File: config.mk
export PLATFORM = sky130hd
export DESIGN_NAME = i2c_slave_rx
export DESIGN_NICKNAME = d
export VERILOG_FILES = /design/src/rtl/i2c_pkg.sv /design/src/rtl/i2c_glitch_filter.sv /design/src/rtl/i2c_slave_rx.sv
export SDC_FILE = /design/constraint.sdc
export NUM_CORES = 1
export LEC_CHECK = 0
export CAP_MARGIN = 30
export CORE_ASPECT_RATIO = 1.5
export CORE_MARGIN = 4
export CORE_UTILIZATION = 61
export CTS_CLUSTER_SIZE = 16
export DETAILED_ROUTE_END_ITERATION = 8
export PLACE_DENSITY = 0.91
export SLEW_MARGIN = 20
export SYNTH_ARGS = -nofsm -noshare
export SYNTH_HDL_FRONTEND = slang
export SYNTH_SLANG_ARGS = --single-unit
File: constraint.sdc
create_clock -name clk_i -period 3.3 [get_ports clk_i]
set_input_delay 0.825 -clock clk_i [delete_from_list [all_inputs] [get_ports clk_i]]
set_output_delay 0.825 -clock clk_i [all_outputs]
set_load 0.02 [all_outputs]
File: src/rtl/i2c_pkg.sv
// Shared types and constants for the I2C slave receive path.
package i2c_pkg;

   localparam int unsigned I2C_ADDR_W = 7;
   localparam int unsigned I2C_RW_BIT = 0;
   localparam int unsigned I2C_BYTE_W = 8;
   localparam int unsigned I2C_CNT_W  = 3;

   typedef enum logic [2:0] {
      ST_IDLE,
      ST_ADDR,
      ST_ADDR_ACK,
      ST_DATA,
      ST_DATA_ACK,
      ST_IGNORE
   } i2c_rx_state_t;

endpackage

File: src/rtl/i2c_glitch_filter.sv
// 2-FF synchronizer plus stability filter: the output follows the
// synchronized line only after it has differed for FILTER_LEN cycles.
module i2c_glitch_filter #(
   parameter int unsigned FILTER_LEN = 3
) (
   input  logic clk_i,
   input  logic rst_n_i,
   input  logic raw,
   output logic filt
);

   localparam int unsigned CNT_W = 4;
   localparam logic [CNT_W-1:0] CNT_LAST = CNT_W'(FILTER_LEN - 1);

   logic             sync1_q;
   logic             sync2_q;
   logic [CNT_W-1:0] cnt_q;

   // Two-stage synchronizer, idles high like the bus
   always_ff @(posedge clk_i or negedge rst_n_i) begin
      if (!rst_n_i) begin
         sync1_q <= 1'b1;
         sync2_q <= 1'b1;
      end else begin
         sync1_q <= raw;
         sync2_q <= sync1_q;
      end
   end

   // Accept a new level once it has been seen FILTER_LEN cycles in a row
   always_ff @(posedge clk_i or negedge rst_n_i) begin
      if (!rst_n_i) begin
         cnt_q <= '0;
         filt  <= 1'b1;
      end else if (sync2_q == filt) begin
         cnt_q <= '0;
      end else if (cnt_q == CNT_LAST) begin
         cnt_q <= '0;
         filt  <= sync2_q;
      end else begin
         cnt_q <= cnt_q + CNT_W'(1);
      end
   end

endmodule

File: src/rtl/i2c_slave_rx.sv
// I2C slave receiver: filters the bus, tracks START/STOP, matches the
// slave address, ACKs, and hands every accepted byte downstream.
module i2c_slave_rx
   import i2c_pkg::*;
#(
   parameter logic [I2C_ADDR_W-1:0] SLAVE_ADDR = 7'h50,
   parameter int unsigned           FILTER_LEN = 3
) (
   input  logic                  clk_i,
   input  logic                  rst_n_i,
   input  logic                  scl_i,
   input  logic                  sda_i,
   output logic                  sda_oe_o,
   output logic [I2C_BYTE_W-1:0] dat_o,
   output logic                  dat_avail_o,
   output logic                  stop_o,
   output logic                  busy_o
);

   localparam logic [I2C_CNT_W-1:0] LAST_BIT = '1;

   logic                  scl_f;
   logic                  sda_f;
   logic                  scl_d;
   logic                  sda_d;
   i2c_rx_state_t         state_q;
   logic [I2C_CNT_W-1:0]  bit_cnt_q;
   logic [I2C_BYTE_W-1:0] shift_q;

   logic                  scl_rise_c;
   logic                  scl_fall_c;
   logic                  start_c;
   logic                  stop_c;
   logic [I2C_BYTE_W-1:0] byte_c;

   i2c_glitch_filter #(.FILTER_LEN(FILTER_LEN)) u_scl_filt (
      .clk_i   (clk_i),
      .rst_n_i (rst_n_i),
      .raw     (scl_i),
      .filt    (scl_f)
   );

   i2c_glitch_filter #(.FILTER_LEN(FILTER_LEN)) u_sda_filt (
      .clk_i   (clk_i),
      .rst_n_i (rst_n_i),
      .raw     (sda_i),
      .filt    (sda_f)
   );

   // One-cycle delayed copies of the filtered lines for edge detection
   always_ff @(posedge clk_i or negedge rst_n_i) begin
      if (!rst_n_i) begin
         scl_d <= 1'b1;
         sda_d <= 1'b1;
      end else begin
         scl_d <= scl_f;
         sda_d <= sda_f;
      end
   end

   // Bus events; START/STOP are masked while we hold SDA ourselves
   always_comb begin
      scl_rise_c = scl_f & ~scl_d;
      scl_fall_c = ~scl_f & scl_d;
      start_c    = sda_d & ~sda_f & scl_f & ~sda_oe_o;
      stop_c     = ~sda_d & sda_f & scl_f & ~sda_oe_o;
      byte_c     = {shift_q[I2C_BYTE_W-2:0], sda_f};
   end

   // Receive FSM with shift register, byte strobe and ACK drive
   always_ff @(posedge clk_i or negedge rst_n_i) begin
      if (!rst_n_i) begin
         state_q     <= ST_IDLE;
         bit_cnt_q   <= '0;
         shift_q     <= '0;
         dat_o       <= '0;
         dat_avail_o <= 1'b0;
         stop_o      <= 1'b0;
         busy_o      <= 1'b0;
         sda_oe_o    <= 1'b0;
      end else begin
         dat_avail_o <= 1'b0;
         stop_o      <= 1'b0;
         if (stop_c) begin
            state_q   <= ST_IDLE;
            bit_cnt_q <= '0;
            sda_oe_o  <= 1'b0;
            busy_o    <= 1'b0;
            stop_o    <= busy_o;
         end else if (start_c) begin
            state_q   <= ST_ADDR;
            bit_cnt_q <= '0;
            shift_q   <= '0;
         end else begin
            case (state_q)
               ST_ADDR: begin
                  if (scl_rise_c) begin
                     shift_q   <= byte_c;
                     bit_cnt_q <= bit_cnt_q + I2C_CNT_W'(1);
                     if (bit_cnt_q == LAST_BIT) begin
                        if (byte_c[I2C_BYTE_W-1:1] == SLAVE_ADDR) begin
                           dat_o       <= byte_c;
                           dat_avail_o <= 1'b1;
                           busy_o      <= 1'b1;
                           state_q     <= ST_ADDR_ACK;
                        end else begin
                           busy_o  <= 1'b0;
                           state_q <= ST_IGNORE;
                        end
                     end
                  end
               end
               ST_DATA: begin
                  if (scl_rise_c) begin
                     shift_q   <= byte_c;
                     bit_cnt_q <= bit_cnt_q + I2C_CNT_W'(1);
                     if (bit_cnt_q == LAST_BIT) begin
                        dat_o       <= byte_c;
                        dat_avail_o <= 1'b1;
                        state_q     <= ST_DATA_ACK;
                     end
                  end
               end
               ST_ADDR_ACK, ST_DATA_ACK: begin
                  // First fall ends bit 8 and starts the ACK, second ends the 9th clock
                  if (scl_fall_c) begin
                     if (!sda_oe_o) begin
                        sda_oe_o <= 1'b1;
                     end else begin
                        sda_oe_o  <= 1'b0;
                        bit_cnt_q <= '0;
                        if (state_q == ST_ADDR_ACK && shift_q[I2C_RW_BIT])
                           state_q <= ST_IGNORE;
                        else
                           state_q <= ST_DATA;
                     end
                  end
               end
               default: ;
            endcase
         end
      end
   end

endmodule

==> impl_results.md, run 1 <==
* Clock Power Share at 0.232
* Cts repair resizes at 0
* Most frequent standard cell in the layout excluding fill and tap cells: dfrtp_1
* Leak Pwr at 0.9823 nW
* Fraction of synthesis flops using an asynchronous set or reset pin at 1.000
* Number of violations of the max-capacitance limit at 0
* Actual slew at the worst max-slew pin at 0.8643 ns
* Starting density of the core at 0.6498
* Sequential share of power at 0.474
* First-pass GRT wire length at 6465 microns
* Number of synthesized register bits at 41
* Number of endpoints failing setup at the final stage at 0
* Design internal power at 0.001074 W
* Initial detailed-routing violation count at 68
* Post-DP HPWL at 2655 microns
* Worst reg2reg startpoint: u_scl_filt.filt
* Floorplan core area at 2973 sq um
* Sequential element share of the synthesized area at 0.5363
* Wire length reported by the detailed router at 3682 microns
* Buffers inserted by post-CTS timing repair at 0
* Average cell area after synthesis at 12.46 sq um
* WP depth at 1
* Endpoint of the lowest-slack register-to-register path: shift_q[0]
* Clock tree root buffer cell: clkbuf_8
* Maximum number of pins on one net before global-route repair at 42
* Worst VDD drop at 0.0005585 V
* Data arrival time of the worst path at 1.48 ns
* Peak fanout along the critical path at 8
* Number of nets still failing antenna checks after routing at 0
* Start point of the critical path: sda_oe_o
* Number of stages on the worst hold path at 0
* Kind of cell with the highest combined delay on the critical path: buffers and inverters
* Clk pin slew, worst setup/hold paths at 0.07 ns
* Number of clock buffers inserted by TritonCTS at 5
* Synth Warn # at 0
* Die outline height at 76.93 microns
* Synthesized netlist cell count at 155
* Number of global-route vias before repair at 1,394
* Pwr Density at 755.1 nW/um^2
* Number of antenna violations at the first check in global routing at 0
* Maximum clock skew at final layout at 0.004312 ns
* Minimum period implied by the final worst setup slack at 2.309 ns
* Routed wire length per instance at 17.29 microns
* Switching Share at 0.3576
* Top cells by area in the synthesized netlist: dfrtp_1 43%, dfstp_2 11%, mux2_4 6.2%
* Mean number of vias per cell at 6.150
* Max Root-Sink Buffers at 2
* Die outline width at 53.95 microns
* Quantity of hold-fixing buffers added after cts at 0
* Share of post-route cells with drive strength above 1 at 0.2184
* Syn Nets at 163
* H-tree depth at 2
* Netlist area before placement at 1932 sq um
* Combinational share of power at 0.295
* Sum of overflow across all layers after global routing at 0
* Most used cells in the layout excluding fill and tap cells: 33 x dfrtp_1, 14 x clkdlybuf4s50_1, 12 x nor2_1
* Post-synthesis cell type with the largest combined area: dfrtp_1
* Share of the synthesized area in the top cell type at 0.4275
* Number of optimization iterations in the first detailed-route pass at 5
* Max-slew headroom at 0.4238
* Maximum clock frequency at 433.1 MHz
* Critical path buffers and inverters at 1
* Most common flop cell mapped by yosys: dfrtp_1
* Portion of the clock cycle consumed by the worst path in the final layout at 0.6996
* # placed instances at 205
* Number of standard cells in the layout, taps in and fillers out at 213
* Setup repair after global routing missed its margin: false
* Cells on worst reg2reg path at 3
* Inserted Diodes at 0
* Class of the worst hold path: flop to flop
* Critical path cell sequence: clkdlybuf4s50_1
* Count of pins on the block boundary at 16
* Classification of the worst setup path: flop to output pin
* Cell variety after synth at 44
* Clock latency on the worst-skew pair at 0.30 ns
* Final sum of negative setup slack at 0 ns
* Net switching power figure at 0.0005980 W
* Remaining design rule violation count at 0
* Outcome: finished, final reports clean
* Max-slew violation count at 0
* Data required time of the worst path at 2.47 ns
* Number of rows in the core area at 24
* Total global routing track utilization at 0.2166
* Net count reported at finish at 181
* CP Capture Type: output pin
* Worst Setup Start Kind: flop
* Area grow syn2layout at 14.64%
* Crit path to: sda_oe_o
* Die Outline Area at 4150 sq um
* Hold violation count in the final report at 0
* Post-synth EDFFs at 0
* Clock tree from TritonCTS: yes
* Total via count in the routed design at 1,310
* Final GP Congestion at 0.9198
* Internal reg-to-reg setup slack at 1.28 ns
* CTS Sinks at 41
* Crit path largest cell delay at 0.67 ns
* Count of buffers inserted at the top-level ports at 15
* Fill cell total of the finished layout at 187
* Cell with the largest stage delay on the worst path: clkdlybuf4s50_1
[synthesized netlist by cell type, drive strengths merged, types with 4 or more instances]
cell,instances
dfrtp,33
xor2,5
xnor2,4
nor2b,4
nor2,12
mux2,13
nand3,8
ha,4
nand2,7
o21ai,4
a22o,6
inv,8
mux2i,4
dfstp,8
[worst min-delay path by stage]
stage / start / endpoint / slack, ns
3_3_place_gp: u_sda_filt.sync1_q / u_sda_filt.sync2_q / 0.35
2_1_floorplan: u_scl_filt.sync1_q / u_scl_filt.sync2_q / 0.35
5_1_grt: u_sda_filt.sync1_q / u_sda_filt.sync2_q / 0.37
3_5_place_dp: u_sda_filt.sync1_q / u_sda_filt.sync2_q / 0.35
4_1_cts: u_sda_filt.sync1_q / u_sda_filt.sync2_q / 0.36
6_report: u_sda_filt.sync1_q / u_sda_filt.sync2_q / 0.36
[routing by layer]
metal | routed length, microns | GRT usage
met4 | 119 | 0.1100
met5 | 0 | 0
met3 | 154 | 0.08140
met2 | 2058 | 0.3617
met1 | 1349 | 0.2247
[power groups by stage]
stage                     Clock, W  Sequential, W  Combinational, W
after floorplan                  0       0.000726          0.000426
after global placement           0       0.000779          0.000457
after detailed placement         0       0.000794          0.000490
after CTS                 0.000396       0.000787          0.000495
after global routing      0.000425       0.000811          0.000550
final                     0.000387       0.000792          0.000493
[metrics by stage]
step	total power (W)	utilization	area [sq um]	hold slack [ns]	worst slack, ns
3_3_place_gp	0.001236	0.7088	2107	0.3460	1.339
5_1_grt	0.001785	0.7449	2215	0.3666	0.9423
3_5_place_dp	0.001284	0.7088	2107	0.3494	1.294
2_1_floorplan	0.001152	-	1932	0.3452	1.470
6_report	0.001672	0.7449	2215	0.3594	0.9913
4_1_cts	0.001678	0.7449	2215	0.3599	0.9876
[flip-flops by register name, summed over array words and instances (netlist names), 3 cells and up]
signal / cells
bit_cnt_q: 3
dat_o: 8
shift_q: 7
state_q: 3
u_scl_filt.cnt_q: 4
u_sda_filt.cnt_q: 4
[final cells by class]
cell class / instances / area, sq um / share of cell area
flip-flops and latches: 41 / 1036 / 0.4678
multi-input cells: 102 / 847.1 / 0.3825
repair buffers: 15 / 145.1 / 0.06554
clock buffers: 6 / 72.57 / 0.03277
well taps: 39 / 48.80 / 0.02203
clock inverters: 2 / 35.03 / 0.01582
inverters: 8 / 30.03 / 0.01356
[cells by family (layout without fill, tap and decap cells)]
logic type | Yosys count | in the layout | synth area share
adder cells (fa/ha/maj) | 4 | 4 | 0.02591
AND/OR/NAND/NOR | 47 | 47 | 0.1490
flip-flops | 41 | 41 | 0.5363
multiplexers | 17 | 17 | 0.1120
AO/OA/AOI/OAI | 25 | 25 | 0.1069
XOR/XNOR | 9 | 9 | 0.04469
buffers and inverters | 12 | 31 | 0.02526
No activity file was read; power rests on OpenSTA's default activity.
==> run 2, diff against run 1 <==
- CORE_UTILIZATION: 61 -> 57
- PLACE_DENSITY: 0.91 -> 0.87
- clock period: 3.3 -> 2.25 ns (I/O delays scaled with it)
==> impl_results.md, run 2 (synthesis gave the netlist of run 1 again) <==
* Starting density of the core at 0.5996 (-0.05022)
* Number of endpoints failing setup at the final stage at 0 (unchanged)
* GR met3 Demand/Resource at 0.04553 (-0.03587)
* Worst VDD drop at 0.0007896 V (+41%)
* Pwr Density at 1106 nW/um^2 (+46%)
* Count of pins on the block boundary at 16 (unchanged)
* First-pass GRT wire length at 6423 microns (-0.65%)
* Actual slew at the worst max-slew pin at 0.4846 ns (-0.3797 ns)
* Max-slew violation count at 0 (unchanged)
* Sum of overflow across all layers after global routing at 0 (unchanged)
* Routing layer with the top usage in global route: met2
* Portion of the clock cycle consumed by the worst path in the final layout at 0.9059
* Post-DP HPWL at 2615 microns (-1.5%)
* Hold violation count in the final report at 0 (unchanged)
* Final GP Congestion at 0.8738 (-5.0%)
* Routed wire length per instance at 16.50 microns (-4.5%)
* Minimum period implied by the final worst setup slack at 2.038 ns
* Kind of cell with the highest combined delay on the critical path: buffers and inverters
* Die outline height at 79.30 microns (+3.1%)
* CP Capture Type: output pin
* Post-route design area at 2238 sq um (+1.1%)
* Wire length reported by the detailed router at 3564 microns (-3.2%)
* Critical path cell sequence: clkdlybuf4s50_1
* Data arrival time of the worst path at 1.48 ns (about the same)
* Worst Setup Start Kind: flop
* Number of antenna violations at the first check in global routing at 0 (unchanged)
* Initial detailed-routing violation count at 36 (-47%)
* Mean number of vias per cell at 5.926 (-3.6%)
* Maximum clock frequency at 490.6 MHz
* Clock latency on the worst-skew pair at 0.30 ns (about the same)
* Outcome: finished, final reports clean
* Largest reg by FF count: dat_o
* GR Util met1 at 0.2079 (-0.01679)
* H-tree depth at 2 (unchanged)
* Number of global-route vias before repair at 1,335 (-4.2%)
* Number of nets still failing antenna checks after routing at 0 (unchanged)
* Maximum clock skew at final layout at 0.01013 ns (+0.005821 ns)
* Critical path buffers and inverters at 1 (unchanged)
* Buffers inserted by post-CTS timing repair at 0 (unchanged)
* Number of rows in the core area at 25 (+4.2%)
* Remaining design rule violation count at 0 (unchanged)
* Number of optimization iterations in the first detailed-route pass at 4 (-1)
* Area grow syn2layout at 15.87%
* Net count reported at finish at 183 (+1.1%)
* Die Outline Area at 4404 sq um (+6.1%)
* Number of violations of the max-capacitance limit at 0 (unchanged)
* Number of clock buffers inserted by TritonCTS at 5 (unchanged)
* Cell with the largest stage delay on the worst path: clkdlybuf4s50_1
* Most used cells in the layout excluding fill and tap cells: 33 x dfrtp_1, 14 x clkdlybuf4s50_1, 12 x nor2_1
* Share of post-route cells with drive strength above 1 at 0.2330 (+0.01456)
* Cts repair resizes at 0 (unchanged)
* Class of the worst hold path: primary input to asynchronous set/reset pin
* Inserted Diodes at 0 (unchanged)
* CTS Sinks at 41 (unchanged)
* Largest regs: dat_o (8), shift_q (7)
* Setup repair after global routing missed its margin: false
* Maximum number of pins on one net before global-route repair at 42 (unchanged)
* Number of flip-flops in the largest register at 8 (unchanged)
* Final core area utilization at 0.6948 (-0.05019)
* Clock tree from TritonCTS: yes
* Crit path largest cell delay at 0.67 ns (about the same)
* Hold Worst Slack at 0.3046 ns (-0.05481 ns)
* Data required time of the worst path at 1.69 ns (-0.78 ns)
* Die outline width at 55.54 microns (+2.9%)
* Clock tree root buffer cell: clkbuf_8
* Final sum of negative setup slack at 0 ns (unchanged)
* Quantity of hold-fixing buffers added after cts at 0 (unchanged)
* Leak Pwr at 0.9917 nW (+0.95%)
* Max Root-Sink Buffers at 2 (unchanged)
* Clk pin slew, worst setup/hold paths at 0.08 ns (about the same)
* Met2 capacity usage during global routing at 0.3483 (-0.01331)
* Classification of the worst setup path: flop to output pin
* Count of buffers inserted at the top-level ports at 15 (unchanged)
* Overall Power at 0.002475 W (+48%)
* Total global routing track utilization at 0.1899 (-0.02665)
* Peak fanout along the critical path at 8 (unchanged)
* Most frequent standard cell in the layout excluding fill and tap cells: dfrtp_1
* Total via count in the routed design at 1,280 (-2.3%)
* Placed cell areas at 2123 sq um (+0.77%)
* Floorplan core area at 3222 sq um (+8.4%)
* Max-slew headroom at 0.6769 (+0.2532)
run 2: cell types whose count changed in the layout (fill, tap and decap cells not counted), sizes merged:
cell	before	now
buf	1	3
clkinvlp	0	1
clkbuf	6	5
run 2: stage by stage:
stage	std cells	worst slack [ns]
floorplan	155	0.4203
detailed placement	208	0.3209
CTS	216	0.2182
global route	216	0.1634
finish	216	0.2118
global placement	208	0.3654
run 2: final cells by class:
class                      instances  area (sq um)
clock buffer                       5         68.82
inverter                           8         30.03
fill                             222         983.4
sequential                        41          1036
tap                               40         50.05
clock inverter                     3         46.29
multi-input combinational        102         847.1
timing repair buffer              17         160.2
run 2: path summary, 6_finish.rpt:
kind | start | end | slack, ns | depth (start not counted)
min in group clk_i | u_sda_filt.sync1_q | u_sda_filt.sync2_q | 0.36 | 0
max in group asynchronous | rst_n_i | scl_d | 1.58 | 2
min | rst_n_i | dat_avail_o | 0.30 | 2
min reg2reg | u_sda_filt.sync1_q | u_sda_filt.sync2_q | 0.36 | 0
max | sda_oe_o | sda_oe_o | 0.21 | 1
max reg2reg | u_scl_filt.filt | dat_o[5] | 0.29 | 4
run 2: power by group:
group          switching (W)  internal, W
registers           0.000240     0.000919
clock network       0.000254     0.000332
logic               0.000395     0.000336
run 2: routing by layer:
metal  vias up  routed length (microns)  share of wire
met2        31                     1973           0.55
met4         0                       85          0.024
li1        588                        -              -
met3        11                      157          0.044
met1       650                     1348           0.38
met5         -                        0              0
==> run 3, diff against run 2 <==
- ABC_CLOCK_PERIOD_IN_PS: not set -> 2250
- CELL_PAD_IN_SITES_DETAIL_PLACEMENT: not set -> 0
- CELL_PAD_IN_SITES_GLOBAL_PLACEMENT: not set -> 1
- CORE_UTILIZATION: 57 -> 46
- PLACE_DENSITY: 0.87 -> 0.86
==> impl_results.md, run 3 (synthesis gave the netlist of run 1 again) <==
* Worst Setup Start Kind: flop
* Clock tree from TritonCTS: yes
* Portion of the clock cycle consumed by the worst path in the final layout at 0.9063 (about the same)
* Class of the worst hold path: primary input to asynchronous set/reset pin
* Actual slew at the worst max-slew pin at 0.8020 ns (+0.3174 ns)
* Die outline height at 87.37 microns (+10%)
* Number of global-route vias before repair at 1,315 (-1.5%)
* Maximum clock frequency at 490.4 MHz (about the same)
* Max-slew violation count at 0 (unchanged)
* Die outline width at 60.92 microns (+9.7%)
* Number of optimization iterations in the first detailed-route pass at 4 (unchanged)
* Clock tree root buffer cell: clkbuf_8
* Combinational share of power at 0.313 (+0.018)
* Number of standard cells in the layout, taps in and fillers out at 223 (+3.2%)
* Number of endpoints failing setup at the final stage at 0 (unchanged)
* Final core area utilization at 0.5570 (-0.1377)
* Max-slew headroom at 0.4654 (-0.2116)
* CTS Sinks at 41 (unchanged)
* Peak fanout along the critical path at 8 (unchanged)
* Total global routing track utilization at 0.1620 (-0.02797)
* Minimum period implied by the final worst setup slack at 2.039 ns (+0.0009240 ns)
* Wire length reported by the detailed router at 3663 microns (+2.8%)
* Number of clock buffers inserted by TritonCTS at 5 (unchanged)
* Inserted Diodes at 0 (unchanged)
* Number of antenna violations at the first check in global routing at 0 (unchanged)
* Design internal power at 0.001480 W (-6.7%)
* Final sum of negative setup slack at 0 ns (unchanged)
* Setup repair after global routing missed its margin: false
* Floorplan core area at 3994 sq um (+24%)
* Hold Worst Slack at 0.3544 ns (+0.04981 ns)
* Net switching power figure at 0.0008620 W (-3.0%)
* Most used cells in the layout excluding fill and tap cells: 33 x dfrtp_1, 14 x clkdlybuf4s50_1, 12 x nor2_1
* Crit path largest cell delay at 0.67 ns (about the same)
* Classification of the worst setup path: flop to output pin
* Sum of overflow across all layers after global routing at 0 (unchanged)
* Outcome: finished, final reports clean
* Hold violation count in the final report at 0 (unchanged)
* Overall Power at 0.002342 W (-5.4%)
* Final GP Congestion at 0.9520 (+8.9%)
* Net count reported at finish at 185 (+1.1%)
* Critical path cell sequence: clkdlybuf4s50_1
* Data required time of the worst path at 1.69 ns (about the same)
* Die Outline Area at 5322 sq um (+21%)
* Total via count in the routed design at 1,240 (-3.1%)
* Largest reg by FF count: dat_o
* First-pass GRT wire length at 6389 microns (-0.53%)
* Largest regs: dat_o (8), shift_q (7)
* CP Capture Type: output pin
* Count of pins on the block boundary at 16 (unchanged)
* Most frequent standard cell in the layout excluding fill and tap cells: dfrtp_1
* Cts repair resizes at 0 (unchanged)
* Buffers inserted by post-CTS timing repair at 0 (unchanged)
* Starting density of the core at 0.4837 (-0.1159)
* Maximum number of pins on one net before global-route repair at 38 (-9.5%)
* Max Root-Sink Buffers at 2 (unchanged)
* Critical path buffers and inverters at 1 (unchanged)
* Clock latency on the worst-skew pair at 0.29 ns (about the same)
* Clock Power Share at 0.191 (-0.046)
* Area grow syn2layout at 15.16%
* Switching Share at 0.3680 (+0.008929)
* Quantity of hold-fixing buffers added after cts at 0 (unchanged)
* Routed wire length per instance at 16.43 microns (-0.45%)
* Mean number of vias per cell at 5.561 (-6.2%)
* Number of rows in the core area at 28 (+12%)
* Clk pin slew, worst setup/hold paths at 0.07 ns (about the same)
* Number of violations of the max-capacitance limit at 0 (unchanged)
* Number of nets still failing antenna checks after routing at 0 (unchanged)
* Maximum clock skew at final layout at 0.008444 ns (-0.001689 ns)
* Initial detailed-routing violation count at 21 (-42%)
* Remaining design rule violation count at 0 (unchanged)
* Sequential share of power at 0.496 (+0.028)
* Pwr Density at 1053 nW/um^2 (-4.8%)
* Fill cell total of the finished layout at 347 (+56%)
* # placed instances at 215 (+3.4%)
* Count of buffers inserted at the top-level ports at 15 (unchanged)
* H-tree depth at 2 (unchanged)
* Cell with the largest stage delay on the worst path: clkdlybuf4s50_1
* Share of post-route cells with drive strength above 1 at 0.2247 (-0.008235)
* Number of flip-flops in the largest register at 8 (unchanged)
* Post-DP HPWL at 2667 microns (+2.0%)
* Leak Pwr at 0.9870 nW (-0.47%)
* Worst VDD drop at 0.0007199 V (-8.8%)
* Kind of cell with the highest combined delay on the critical path: buffers and inverters
* Data arrival time of the worst path at 1.48 ns (about the same)
-- run 3: layer usage --
metal  share of wire  vias to the layer above  track usage
met2            0.55                       21       0.2756
li1                -                      595            -
met1            0.40                      618       0.1902
met3           0.031                        6      0.03412
met5               0                        -            0
met4           0.020                        0      0.07298
-- run 3: area by class of cell --
class / instances / area, sq um / share of cell area
clock buffers: 8 / 80.08 / 0.03600
inverters: 8 / 30.03 / 0.01350
multi-input cells: 102 / 847.1 / 0.3808
flip-flops and latches: 41 / 1036 / 0.4657
well taps: 45 / 56.30 / 0.02531
repair buffers: 19 / 175.2 / 0.07874
-- run 3: worst paths after layout --
check / startpoint / cells past startpoint / to / slack, ns
max in group asynchronous: rst_n_i / 2 / scl_d / 1.23
worst min register to register: u_sda_filt.sync1_q / 0 / u_sda_filt.sync2_q / 0.36
worst min-delay path: rst_n_i / 1 / dat_o[5] / 0.35
worst max-delay path: sda_oe_o / 1 / sda_oe_o / 0.21
worst max register to register: bit_cnt_q[0] / 6 / state_q[1] / 0.29
min in group clk_i: u_sda_filt.sync1_q / 0 / u_sda_filt.sync2_q / 0.36
-- run 3: through the flow --
stage,cell area [sq um],worst slack (ns)
floorplan,1932,0.4203
global placement,2145,0.4475
detailed placement,2145,0.3959
CTS,2225,0.2111
global route,2225,0.1645
finish,2225,0.2109
-- run 3: power groups by stage --
stage	sequential, W	combinational (W)	clock, W
2_1_floorplan	0.00106	0.000625	0
3_3_place_gp	0.00115	0.000704	0
3_5_place_dp	0.00117	0.000733	0
4_1_cts	0.00116	0.000739	0.000460
5_1_grt	0.00119	0.000821	0.000499
6_report	0.00116	0.000733	0.000447
